[config.mk]
export PLATFORM = sky130hd
export DESIGN_NAME = fp32_add_pipe
export DESIGN_NICKNAME = d
export VERILOG_FILES = /design/src/rtl/fp32_add_pipe.sv
export SDC_FILE = /design/constraint.sdc
export NUM_CORES = 1
export LEC_CHECK = 0
export ABC_AREA = 1
export BUFFER_PORTS_ARGS = -buffer_cell sky130_fd_sc_hd__buf_2
export CAP_MARGIN = 20
export CELL_PAD_IN_SITES_DETAIL_PLACEMENT = 0
export CELL_PAD_IN_SITES_GLOBAL_PLACEMENT = 1
export CORE_MARGIN = 3
export CORE_UTILIZATION = 48
export DETAILED_ROUTE_END_ITERATION = 8
export PLACE_DENSITY_LB_ADDON = 0.1
export SYNTH_ARGS = -nofsm -noshare
export SYNTH_HDL_FRONTEND = slang
export SYNTH_SLANG_ARGS = --single-unit
[constraint.sdc]
create_clock -name clk -period 17.6 [get_ports clk]
set_input_delay 0.88 -clock clk [delete_from_list [all_inputs] [get_ports clk]]
set_output_delay 0.88 -clock clk [all_outputs]
set_load 0.05 [all_outputs]
[src/rtl/fp32_add_pipe.sv]
// rtl/fp32_add_pipe.sv - two-stage IEEE-754 binary32 adder, round-to-nearest-even
// Defining FPA_FLAGS_EN adds a registered flags[4:0] output {invalid, div0, overflow, underflow, inexact}.
module fp32_add_pipe (
   input  logic        clk,
   input  logic        rst_n,
   input  logic [31:0] number_A,
   input  logic [31:0] number_B,
`ifdef FPA_FLAGS_EN
   output logic [4:0]  flags,
`endif
   output logic [31:0] number_out
);

   logic        a_exp_max, b_exp_max, a_nan, b_nan, a_inf, b_inf;
   logic        swap;
   logic [31:0] op_big, op_sml;
   logic [7:0]  e_big, e_sml, diff;
   logic [4:0]  align_sh;
   logic [49:0] sml_ext;

   logic        special_d, sign_d, sub_d, zero_sign_d, sticky_d;
   logic [31:0] special_val_d;
   logic [7:0]  exp_d;
   logic [23:0] m_big_d;
   logic [25:0] m_sml_d;

   logic        s1_special_q, s1_sign_q, s1_sub_q, s1_zero_sign_q, s1_sticky_q;
   logic [31:0] s1_special_val_q;
   logic [7:0]  s1_exp_q;
   logic [23:0] s1_m_big_q;
   logic [25:0] s1_m_sml_q;

   assign a_exp_max = &number_A[30:23];
   assign b_exp_max = &number_B[30:23];
   assign a_nan     = a_exp_max & (|number_A[22:0]);
   assign b_nan     = b_exp_max & (|number_B[22:0]);
   assign a_inf     = a_exp_max & ~(|number_A[22:0]);
   assign b_inf     = b_exp_max & ~(|number_B[22:0]);

   // Ordering on the raw magnitude bits is the same as ordering on value for finite operands.
   assign swap   = number_B[30:0] > number_A[30:0];
   assign op_big = swap ? number_B : number_A;
   assign op_sml = swap ? number_A : number_B;

   assign e_big    = (op_big[30:23] == 8'd0) ? 8'd1 : op_big[30:23];
   assign e_sml    = (op_sml[30:23] == 8'd0) ? 8'd1 : op_sml[30:23];
   assign diff     = e_big - e_sml;
   assign align_sh = (diff > 8'd26) ? 5'd26 : diff[4:0];
   // Window [49:24] keeps significand, guard and round; everything below folds into sticky.
   assign sml_ext  = {(|op_sml[30:23]), op_sml[22:0], 26'd0} >> align_sh;

   assign sign_d      = op_big[31];
   assign sub_d       = number_A[31] ^ number_B[31];
   assign zero_sign_d = number_A[31] & number_B[31];
   assign exp_d       = e_big;
   assign m_big_d     = {(|op_big[30:23]), op_big[22:0]};
   assign m_sml_d     = sml_ext[49:24];
   assign sticky_d    = |sml_ext[23:0];

   always_comb begin
      special_d     = 1'b1;
      special_val_d = 32'h0000_0000;
      if (a_nan)
         special_val_d = number_A | 32'h0040_0000;
      else if (b_nan)
         special_val_d = number_B | 32'h0040_0000;
      else if (a_inf && b_inf && (number_A[31] != number_B[31]))
         special_val_d = 32'hFFC0_0000;
      else if (a_inf)
         special_val_d = number_A;
      else if (b_inf)
         special_val_d = number_B;
      else
         special_d = 1'b0;
   end

   always_ff @(posedge clk or negedge rst_n) begin
      if (!rst_n) begin
         s1_special_q     <= 1'b0;
         s1_special_val_q <= 32'h0000_0000;
         s1_sign_q        <= 1'b0;
         s1_sub_q         <= 1'b0;
         s1_zero_sign_q   <= 1'b0;
         s1_exp_q         <= 8'd0;
         s1_m_big_q       <= 24'd0;
         s1_m_sml_q       <= 26'd0;
         s1_sticky_q      <= 1'b0;
      end else begin
         s1_special_q     <= special_d;
         s1_special_val_q <= special_val_d;
         s1_sign_q        <= sign_d;
         s1_sub_q         <= sub_d;
         s1_zero_sign_q   <= zero_sign_d;
         s1_exp_q         <= exp_d;
         s1_m_big_q       <= m_big_d;
         s1_m_sml_q       <= m_sml_d;
         s1_sticky_q      <= sticky_d;
      end
   end

   logic [27:0] sum;
   logic [4:0]  lz, norm_sh;
   logic [8:0]  exp9, lim, exp_n, e_field;
   logic [26:0] norm;
   logic        g_bit, r_bit, s_bit, rnd_up, ovf;
   logic [31:0] res_mag, out_d, s2_out_q;

   // Sticky sits in the LSB so a subtraction borrows through it, keeping G/R exact.
   always_comb begin
      if (s1_sub_q)
         sum = {1'b0, s1_m_big_q, 3'b000} - {1'b0, s1_m_sml_q, s1_sticky_q};
      else
         sum = {1'b0, s1_m_big_q, 3'b000} + {1'b0, s1_m_sml_q, s1_sticky_q};
   end

   always_comb begin
      lz = 5'd27;
      for (int i = 0; i < 27; i++)
         if (sum[i]) lz = 5'(26 - i);
   end

   assign exp9 = {1'b0, s1_exp_q};
   assign lim  = exp9 - 9'd1;

   always_comb begin
      norm_sh = 5'd0;
      if (sum[27]) begin
         norm  = {sum[27:2], sum[1] | sum[0]};
         exp_n = exp9 + 9'd1;
      end else begin
         // Cap the shift so the exponent stops at 1; a short result then stays subnormal.
         norm_sh = ({4'd0, lz} > lim) ? lim[4:0] : lz;
         norm    = sum[26:0] << norm_sh;
         exp_n   = exp9 - {4'd0, norm_sh};
      end
   end

   assign e_field = norm[26] ? exp_n : 9'd0;
   assign g_bit   = norm[2];
   assign r_bit   = norm[1];
   assign s_bit   = norm[0];
   assign rnd_up  = g_bit & (r_bit | s_bit | norm[3]);
   // Mantissa carry ripples into the exponent field, which also promotes subnormals to normal.
   assign res_mag = {e_field, norm[25:3]} + {31'd0, rnd_up};
   assign ovf     = res_mag[31:23] >= 9'd255;

   always_comb begin
      if (s1_special_q)
         out_d = s1_special_val_q;
      else if (ovf)
         out_d = {s1_sign_q, 8'hFF, 23'd0};
      else if (sum == 28'd0)
         out_d = {s1_zero_sign_q, 31'd0};
      else
         out_d = {s1_sign_q, res_mag[30:0]};
   end

   always_ff @(posedge clk or negedge rst_n) begin
      if (!rst_n) s2_out_q <= 32'h0000_0000;
      else        s2_out_q <= out_d;
   end

   assign number_out = s2_out_q;

`ifdef FPA_FLAGS_EN
   logic       invalid_d, s1_invalid_q, inexact_d;
   logic [4:0] flags_d, s2_flags_q;

   assign invalid_d = (a_inf & b_inf & (number_A[31] != number_B[31]))
                    | (a_nan & ~number_A[22]) | (b_nan & ~number_B[22]);

   always_ff @(posedge clk or negedge rst_n) begin
      if (!rst_n) s1_invalid_q <= 1'b0;
      else        s1_invalid_q <= invalid_d;
   end

   assign inexact_d = ~s1_special_q & (g_bit | r_bit | s_bit | ovf);
   assign flags_d   = {s1_invalid_q, 1'b0, ~s1_special_q & ovf,
                       ~s1_special_q & ~norm[26] & (g_bit | r_bit | s_bit), inexact_d};

   always_ff @(posedge clk or negedge rst_n) begin
      if (!rst_n) s2_flags_q <= 5'd0;
      else        s2_flags_q <= flags_d;
   end

   assign flags = s2_flags_q;
`endif

endmodule

==> results of run 1 <==
logic make-up after synthesis:
logic type | share of synthesized area [%]
AO/OA/AOI/OAI | 14.97
multiplexers | 0.4376
flip-flops | 22.68
AND/OR/NAND/NOR | 38.84
adder cells (fa/ha/maj) | 9.806
XOR/XNOR | 2.072
buffers and inverters | 11.19
worst max-delay path, delay by kind of cell (launching register included):
family | cells | cell delay (ns)
fa+ha+maj | 4 | 1.43
buf+inv | 7 | 0.93
xor+xnor | 2 | 0.46
simple gates | 26 | 3.16
flops | 1 | 0.39
compound gates | 10 | 2.23
report_power, final:
part | switching [W] | total, W | leakage (nW) | internal [W]
sequential | 0.0000335 | 0.000385 | 1.63 | 0.000351
clock | 0.000156 | 0.000344 | 0.277 | 0.000188
combinational | 0.00103 | 0.00142 | 6.27 | 0.000395
total | 0.00122 | 0.00215 | 8.18 | 0.000934
Yosys cell counts (all sizes together) (2+ instances only):
master	n	area, µm²
a211oi	2	15.01
fa	3	60.06
clkbuf	50	187.7
o31ai	5	37.54
a21oi	90	457.9
mux2i	5	50.05
clkinv	9	33.78
a21o	5	37.54
a31oi	6	37.54
o32ai	10	87.58
nand3	279	1471
a21boi	2	18.77
buf	33	217.7
or2	12	75.08
a2111oi	2	17.52
dfrtp	127	3178
o211ai	4	30.03
o21bai	7	60.06
and2	2	12.51
xnor2	9	97.60
nand4	35	219.0
nor4	19	125.1
nor2	149	650.6
o22ai	10	62.56
nor3	21	126.4
ha	105	1314
o2111ai	2	17.52
o21ai	216	1111
inv	300	1129
xor2	22	192.7
nand2	717	2734
o21a	8	61.31
through the flow:
step	setup WS [ns]	util, %	std cells	instance area, µm²
after floorplan	10.62	-	2276	14010
after detailed placement	8.724	51.95	2681	14670
after global routing	7.994	53.97	2713	15240
final	8.891	53.97	2713	15240
after global placement	8.951	51.95	2681	14670
after CTS	9.078	53.97	2713	15240
final timing paths:
check / to / start / cells after the start
worst max-delay path: number_out[1] / s1_m_sml_q[10] / 49
worst min-delay path: number_out[26] / s1_special_val_q[26] / 2
worst max register to register: number_out[1] / s1_m_sml_q[10] / 49
worst min register to register: number_out[26] / s1_special_val_q[26] / 2
max in group asynchronous: number_out[0] / rst_n / 2
min in group asynchronous: s1_m_big_q[16] / rst_n / 1
state kept, by name, indices dropped and copies added, names as in the netlist:
name	flops
s1_sub_q	1
s1_zero_sign_q	1
s1_exp_q	8
s1_m_sml_q	26
number_out	32
s1_special_val_q	32
s1_m_big_q	24
s1_sign_q	1
s1_sticky_q	1
s1_special_q	1
per-layer routing:
| metal | up-vias | GRT usage [%] | share of wire (%) | wire (µm) |
|---|---|---|---|---|
| met5 | - | 0 | 0 | 0 |
| met2 | 609 | 52.45 | 45 | 23080 |
| met3 | 76 | 2.874 | 5.9 | 2982 |
| met4 | 0 | 9.460 | 3.0 | 1536 |
| li1 | 7535 | - | - | - |
| met1 | 7053 | 45.62 | 46 | 23360 |
cell type report:
class	instances	share of cell area (%)
Tap cell	378	3.103
Timing Repair Buffer	110	3.842
Inverter	309	7.626
Sequential cell	127	20.85
Clock inverter	15	0.9522
Clock buffer	17	2.791
Multi-Input combinational cell	1757	60.84
==> flow_summary.ini, run 1 <==
[status]
status = complete, no violations

[setup_path]
r2r_setup_slack_ns = 8.89
cpPeakStageDelay_ns = 0.46
worstPathMaxFanout = 34
crit_required_ns = 17.94
path_class = flop to flop
crit_path_top_delay_cell = a2111oi_0
critPathArrivalTime_ns = 9.05
endpoint_kind = flop
cpMostUsedCell = nand2_1
worst_setup_path_start_kind = flop

[die]
initial_core_util_pct = 49.61
die_x_um = 176.8
io-pin-count = 98
die_area_um2 = 31270
core_um2 = 28240
die_y_um = 176.8
rows = 61

[sta]
rsz0062_at_grt = false
slew_violations = 0
hold_violations = 0
relSlewSlack_pct = 38.78
skew_ns = 0.02255
finalSetupTns_ns = 0
min_period_ns = 8.709
fmax_mhz = 114.8
period_share_pct = 49.48
setup_violations = 0
worst_pin_slew_ns = 0.9184
hold_ws_ns = 0.4638

[clock_network]
htree_levels = 4
post-cts-setup-buffers = 0
clkSinkCount = 127
cts_tree = done
clk_pin_slew_ns = 0.07
cts_buffers = 17
clockBufferDepth = 2
hold_buffers = 0
clkLatencyLatePin_ns = 0.42
cts_resized = 0
clock_tree.root_cell = clkbuf_16

[finish]
fin_nets = 2496
syn2layout_area_growth_pct = 8.797
layout_common_cells = nand2_1, inv_1, nand3_1
final_common_cell = nand2_1
drive_gt1_share_pct = 9.979
diodes = 0
fillers = 3026
seq_area_um2 = 3178
multiInputGateArea_um2 = 9273

[synthesis]
syn_area_um2 = 14010
yosysUniqueCellTypes = 66
syn-mean-instance-area_um2 = 6.155
synth_ff_type = dfrtp_1
ys_ff_latch = 127
synth_warnings = 0
synth_fp_nets = 2450
synth_edf_count = 0
yosysSeqAreaShare_pct = 22.68
async_flop_share_pct = 100.0
synth_cells = 2276

[global_route]
grt_max_degree = 112
antenna_found_initial = 2
grt_pass1_vias = 14070
overflow = 0
grt_pass1_wl_mm = 78.86
grt_usage_pct = 32.18

[detailed_routing]
num_vias = 15270
ant_nets = 0
drt_iter0_markers = 1302
vias_per_cell = 5.630
wl_per_cell_um = 18.78
first_pass_iters = 8
routed_wl_mm = 50.96
drc = 0

[placement]
dpl.hpwl_mm = 41.66
io_buffers = 97
gp_congestion = 1.009

[power_and_ir_drop]
peakVddDrop_mv = 0.07653
leakage_nw = 8.184
finalPower_w = 0.002153
powerDensity_nw_per_um2 = 141.2

[min_path]
hp-class = flop to flop

[job]
maxCapViolCount = 0
(Power assumes the default switching activity.)
==> run 2, diff against run 1 <==
- ABC_AREA: 1 -> 0
- clock period: 17.6 -> 8.7 ns (I/O delays scaled with it)
==> run 2 against run 1 <==
Via count increased by 11%. Hold slack got worse by 0.41 ns. Die area increased by 13%. Critical path type unchanged. Synthesized cell count decreased by 15%. Sequential share of layout area decreased by 4.2 points. Flip-flop and latch count unchanged. Wire length increased by 24%. Critical path depth decreased by 15. Final area increased by 25%. Register-to-register slack got worse by 8.7 ns.
==> flow_summary.ini, run 2 <==
[synthesis]
synth_fp_nets = 2119
syn-mean-instance-area_um2 = 8.168
ys_ff_latch = 127
netlist_top_cells_count = nand2_1, nor2_1, mux2i_1, dfrtp_1, a21oi_1
synth_ff_type = dfrtp_1
synth_top_area_cell = dfrtp_1
async_flop_share_pct = 100.0
synth_edf_count = 0
synth_cells = 1945
synth_warnings = 0
synth_top_area_share_pct = 20.00
yosysSeqAreaShare_pct = 20.00
syn_area_um2 = 15890
yosysUniqueCellTypes = 130
synth_area_leaders = dfrtp_1, mux2i_1, ha_1
yosysMostFrequentCell = nand2_1

[setup_path]
cpMostUsedCell = buf_4
path_delay_family = compound AO/OA/AOI/OAI gates
worstPathMaxFanout = 11
reg2reg_depth = 34
endpoint_kind = flop
r2r_setup_slack_ns = 0.22
r2r-end = number_out[8]
cpPeakStageDelay_ns = 0.58
worst_setup_path_start_kind = flop
critPathArrivalTime_ns = 8.78
startpoint = s1_m_big_q[0]
crit_required_ns = 9.00
crit_path_top_delay_cell = a2111o_1
path_depth = 34
endpoint = number_out[8]
worstPathBufferInverterCount = 4
path_class = flop to flop
rr_startpoint = s1_m_big_q[0]

[clock_network]
clkLatencyLatePin_ns = 0.42
cts_buffers = 17
clkSinkCount = 127
hold_buffers = 0
cts_tree = done
clk_pin_slew_ns = 0.06
clock_tree.root_cell = clkbuf_16
htree_levels = 4
clockBufferDepth = 2

[sta]
finalSetupTns_ns = 0
min_period_ns = 8.477
setup_slack_ns = 0.2226
slew_violations = 0
setup_violations = 0
hold_ws_ns = 0.05654
period_share_pct = 97.44
relSlewSlack_pct = 24.09
worst_pin_slew_ns = 1.127
skew_ns = 0.009961
hold_violations = 0
fmax_mhz = 118.0

[finish]
fin_nets = 2302
final_common_cell = buf_4
diodes = 0
syn2layout_area_growth_pct = 20.29
fillers = 2850
multiInputGateArea_um2 = 12490
drive_gt1_share_pct = 25.97
seq_area_um2 = 3181
finalInstanceArea_um2 = 19110
layout_common_cells = buf_4, nand2_1, nor2_1

[die]
initial_core_util_pct = 49.45
io-pin-count = 98
core_um2 = 32120
rows = 65
die_area_um2 = 35320
die_x_um = 187.9
die_y_um = 187.9

[power_and_ir_drop]
leakage_nw = 8.546
powerDensity_nw_per_um2 = 279.7
peakVddDrop_mv = 0.3048

[global_route]
antenna_found_initial = 1
grt_pass1_vias = 15880
grt_usage_pct = 34.00
overflow = 0
grt_pass1_wl_mm = 94.76
grt_max_degree = 75

[detailed_routing]
drc = 0
num_vias = 16940
routed_wl_mm = 63.16
first_pass_iters = 6
vias_per_cell = 6.576
drt_iter0_markers = 1945
wl_per_cell_um = 24.52
ant_nets = 0

[placement]
placed_cell_area_um2 = 17610
dpl.hpwl_mm = 49.36
pre_cts_slack_ns = -0.1748
io_buffers = 97
gp_congestion = 1.047

[job]
maxCapViolCount = 0

[min_path]
hp-class = input pin to asynchronous set/reset pin

[status]
status = complete, no violations
## run 2: cells by family (layout without fill, tap and decap cells)
family | count (synthesis) | in the layout | share of synthesized area [%]
adders and majority gates | 108 | 108 | 8.648
and+or+nand+nor | 627 | 627 | 20.12
xor gates and xnor gates | 60 | 60 | 3.473
DFF | 127 | 127 | 20.00
buffers and inverters | 222 | 418 | 5.883
muxes | 179 | 179 | 11.74
AOI/OAI and AO/OA | 622 | 622 | 30.13
## run 2: how the worst min path moves through the flow
| stage | start | endpoint | slack [ns] | cells after the start |
|---|---|---|---|---|
| 6_report | rst_n | s1_m_big_q[17] | 0.06 | 1 |
| 5_1_grt | rst_n | s1_m_big_q[17] | 0.10 | 1 |
| 4_1_cts | rst_n | s1_special_val_q[15] | 0.06 | 1 |
| 3_5_place_dp | s1_special_val_q[20] | number_out[20] | 0.45 | 2 |
| 3_3_place_gp | s1_special_val_q[1] | number_out[1] | 0.44 | 2 |
| 2_1_floorplan | rst_n | number_out[0] | 0.14 | 0 |
## run 2: layer usage
metal,routed length [µm],up-vias,global-route usage [%],share of wire [%]
met2,27620,840,52.49,44
met3,5126,162,5.459,8.1
met5,0,-,0,0
met1,27780,8201,47.94,44
met4,2637,0,12.61,4.2
li1,-,7737,-,-
## run 2: cell type report
class                           instances  share of cell area [%]
Multi-Input combinational cell       1596                   65.37
Tap cell                              435                   2.848
Inverter                              117                   2.298
Timing Repair Buffer                  269                   9.743
Sequential cell                       127                   16.64
Clock buffer                           17                   2.226
Clock inverter                         15                  0.8708
## run 2: where the power goes
group	total, W	leakage, nW	internal [W]	switching, W
clock	0.000710	0.282	0.000408	0.000302
sequential	0.000777	1.62	0.000701	0.0000765
combinational	0.00386	6.64	0.00145	0.00241
## run 2: timing repair
item,CTS,global route
setup endpoints to repair,32,33
setup buffers,0,23
gates cloned,0,1
pin swaps,0,49
resized for setup,9,135
hold endpoints to repair,0,0
## run 2: metrics by stage
stage               util (%)  power [W]  std cells
global placement       54.82   0.004246       2519
global route           59.49   0.005603       2576
floorplan                  -   0.003082       1945
CTS                    56.76   0.004991       2551
finish                 59.49   0.005344       2576
detailed placement     54.82   0.004251       2519
==> run 3, diff against run 2 <==
- CELL_PAD_IN_SITES_DETAIL_PLACEMENT: 0 -> 1
==> run 3 against run 2 <==
The run now ends with negative setup slack left. Total power up 14%. Clock skew rose by 0.0082 ns. Sequential power increased by 3.5%.
==> flow_summary.ini, run 3 (same netlist as run 2, synthesis figures left out) <==
[status]
status = finished, violations left
violations = negative setup slack

[detailed_routing]
vias_per_cell = 7.719
drc = 0
ant_nets = 0
drt_iter0_markers = 2892
routed_wl_mm = 92.24
wl_per_cell_um = 35.23
num_vias = 20210
first_pass_iters = 6

[die]
die_y_um = 187.9
core_um2 = 32120
die_area_um2 = 35320
io-pin-count = 98
die_x_um = 187.9
rows = 65
initial_core_util_pct = 49.45

[setup_path]
cpMostUsedCell = o21a_1
worst_setup_path_start_kind = input pin
worstPathMaxFanout = 29
path_class = input pin to flop
r2r-end = number_out[11]
crit_required_ns = 8.97
r2r_setup_slack_ns = -0.53
reg2reg_depth = 38
endpoint_kind = flop
cpPeakStageDelay_ns = 0.63
crit_path_top_delay_cell = mux2i_1
critPathArrivalTime_ns = 10.25
rr_startpoint = s1_m_sml_q[6]

[min_path]
hp-class = input pin to asynchronous set/reset pin

[clock_network]
clock_tree.root_cell = clkbuf_16
clkSinkCount = 127
clockBufferDepth = 2
clkLatencyLatePin_ns = 0.45
cts_tree = done
clk_pin_slew_ns = 0.08
htree_levels = 4
cts_buffers = 17

[global_route]
grt_pass1_vias = 18650
antenna_found_initial = 7
grt_max_degree = 75
overflow = 0
grt_usage_pct = 42.16
grt_pass1_wl_mm = 116.5

[sta]
slew_violations = 0
min_period_ns = 9.977
fmax_mhz = 100.2
hold_violations = 0
period_share_pct = 114.7
skew_ns = 0.01813
setup_violations = 44
relSlewSlack_pct = 30.22
worst_pin_slew_ns = 1.036
setup_slack_ns = -1.277

[finish]
layout_common_cells = buf_4, nand2_1, nor2_1
syn2layout_area_growth_pct = 24.94
final_common_cell = buf_4
fin_cells = 2618
drive_gt1_share_pct = 29.85
fin_nets = 2342
final_util_pct = 61.79

[power_and_ir_drop]
leakage_nw = 8.861
peakVddDrop_mv = 0.3260
powerDensity_nw_per_um2 = 307.8

[placement]
dpl.hpwl_mm = 56.41
dp.cells = 2519
gp_congestion = 1.047
io_buffers = 97

[job]
maxCapViolCount = 0
[run 3: worst max path at each step]
stage | startpoint | end | slack (ns) | cells past startpoint
after detailed placement | s1_m_big_q[1] | number_out[10] | -0.45 | 33
after CTS | s1_m_sml_q[2] | number_out[13] | 0.0008 | 33
after global placement | s1_m_big_q[1] | number_out[13] | -0.24 | 33
after global routing | number_B[1] | s1_sticky_q | -1.37 | 43
after floorplan | number_A[1] | s1_sticky_q | 0.09 | 43
final | number_B[1] | s1_sticky_q | -1.28 | 43
[run 3: layout make-up]
class | count | area (µm²)
clock inverters | 15 | 168.9
diodes | 2 | 5.005
fillers | 3711 | 12280
multi-input cells | 1596 | 12840
inverters | 117 | 439.2
repair buffers | 309 | 2247
well taps | 435 | 544.3
clock buffers | 17 | 425.4
flip-flops and latches | 127 | 3181
[run 3: where the power goes]
group          leakage [nW]  switching [W]  total, W  internal [W]
combinational          6.95        0.00294   0.00453       0.00159
sequential             1.62       0.000104  0.000804      0.000700
clock                 0.284       0.000362  0.000772      0.000410
total                  8.86        0.00341   0.00611       0.00270
[run 3: critical path, delay by kind of cell]
family | cells | cell delay, ns
compound gates | 18 | 3.55
simple gates | 11 | 2.35
mux | 6 | 2.32
buf+inv | 6 | 0.97
fa+ha+maj | 2 | 0.57
[run 3: routing by layer]
layer | global-route usage, % | routed length, µm
met4 | 20.98 | 9130
met5 | 0 | 26
met2 | 68.87 | 39490
met1 | 54.37 | 32470
met3 | 6.375 | 11120
[run 3: stage by stage]
step / hold WS (ns) / area [µm²] / setup TNS (ns) / setup WS [ns] / power, W
6_report: 0.03985 / 19850 / -20.34 / -1.277 / 0.006109
5_1_grt: 0.07235 / 19850 / -24.60 / -1.375 / 0.006213
4_1_cts: 0.06991 / 18480 / 0 / 0.0007869 / 0.005278
3_5_place_dp: 0.4550 / 17610 / -12.00 / -0.4457 / 0.004362
3_3_place_gp: 0.4436 / 17610 / -6.182 / -0.2386 / 0.004246
2_1_floorplan: 0.1394 / 15910 / 0 / 0.08896 / 0.003082
[run 3: timing repair]
action / CTS / global route
hold buffers: 0 / 0
gates resized for setup: 51 / 181
endpoints found under the setup margin: 33 / 48
pin swaps: 8 / 74
cloned: 0 / 5
setup buffers: 7 / 51
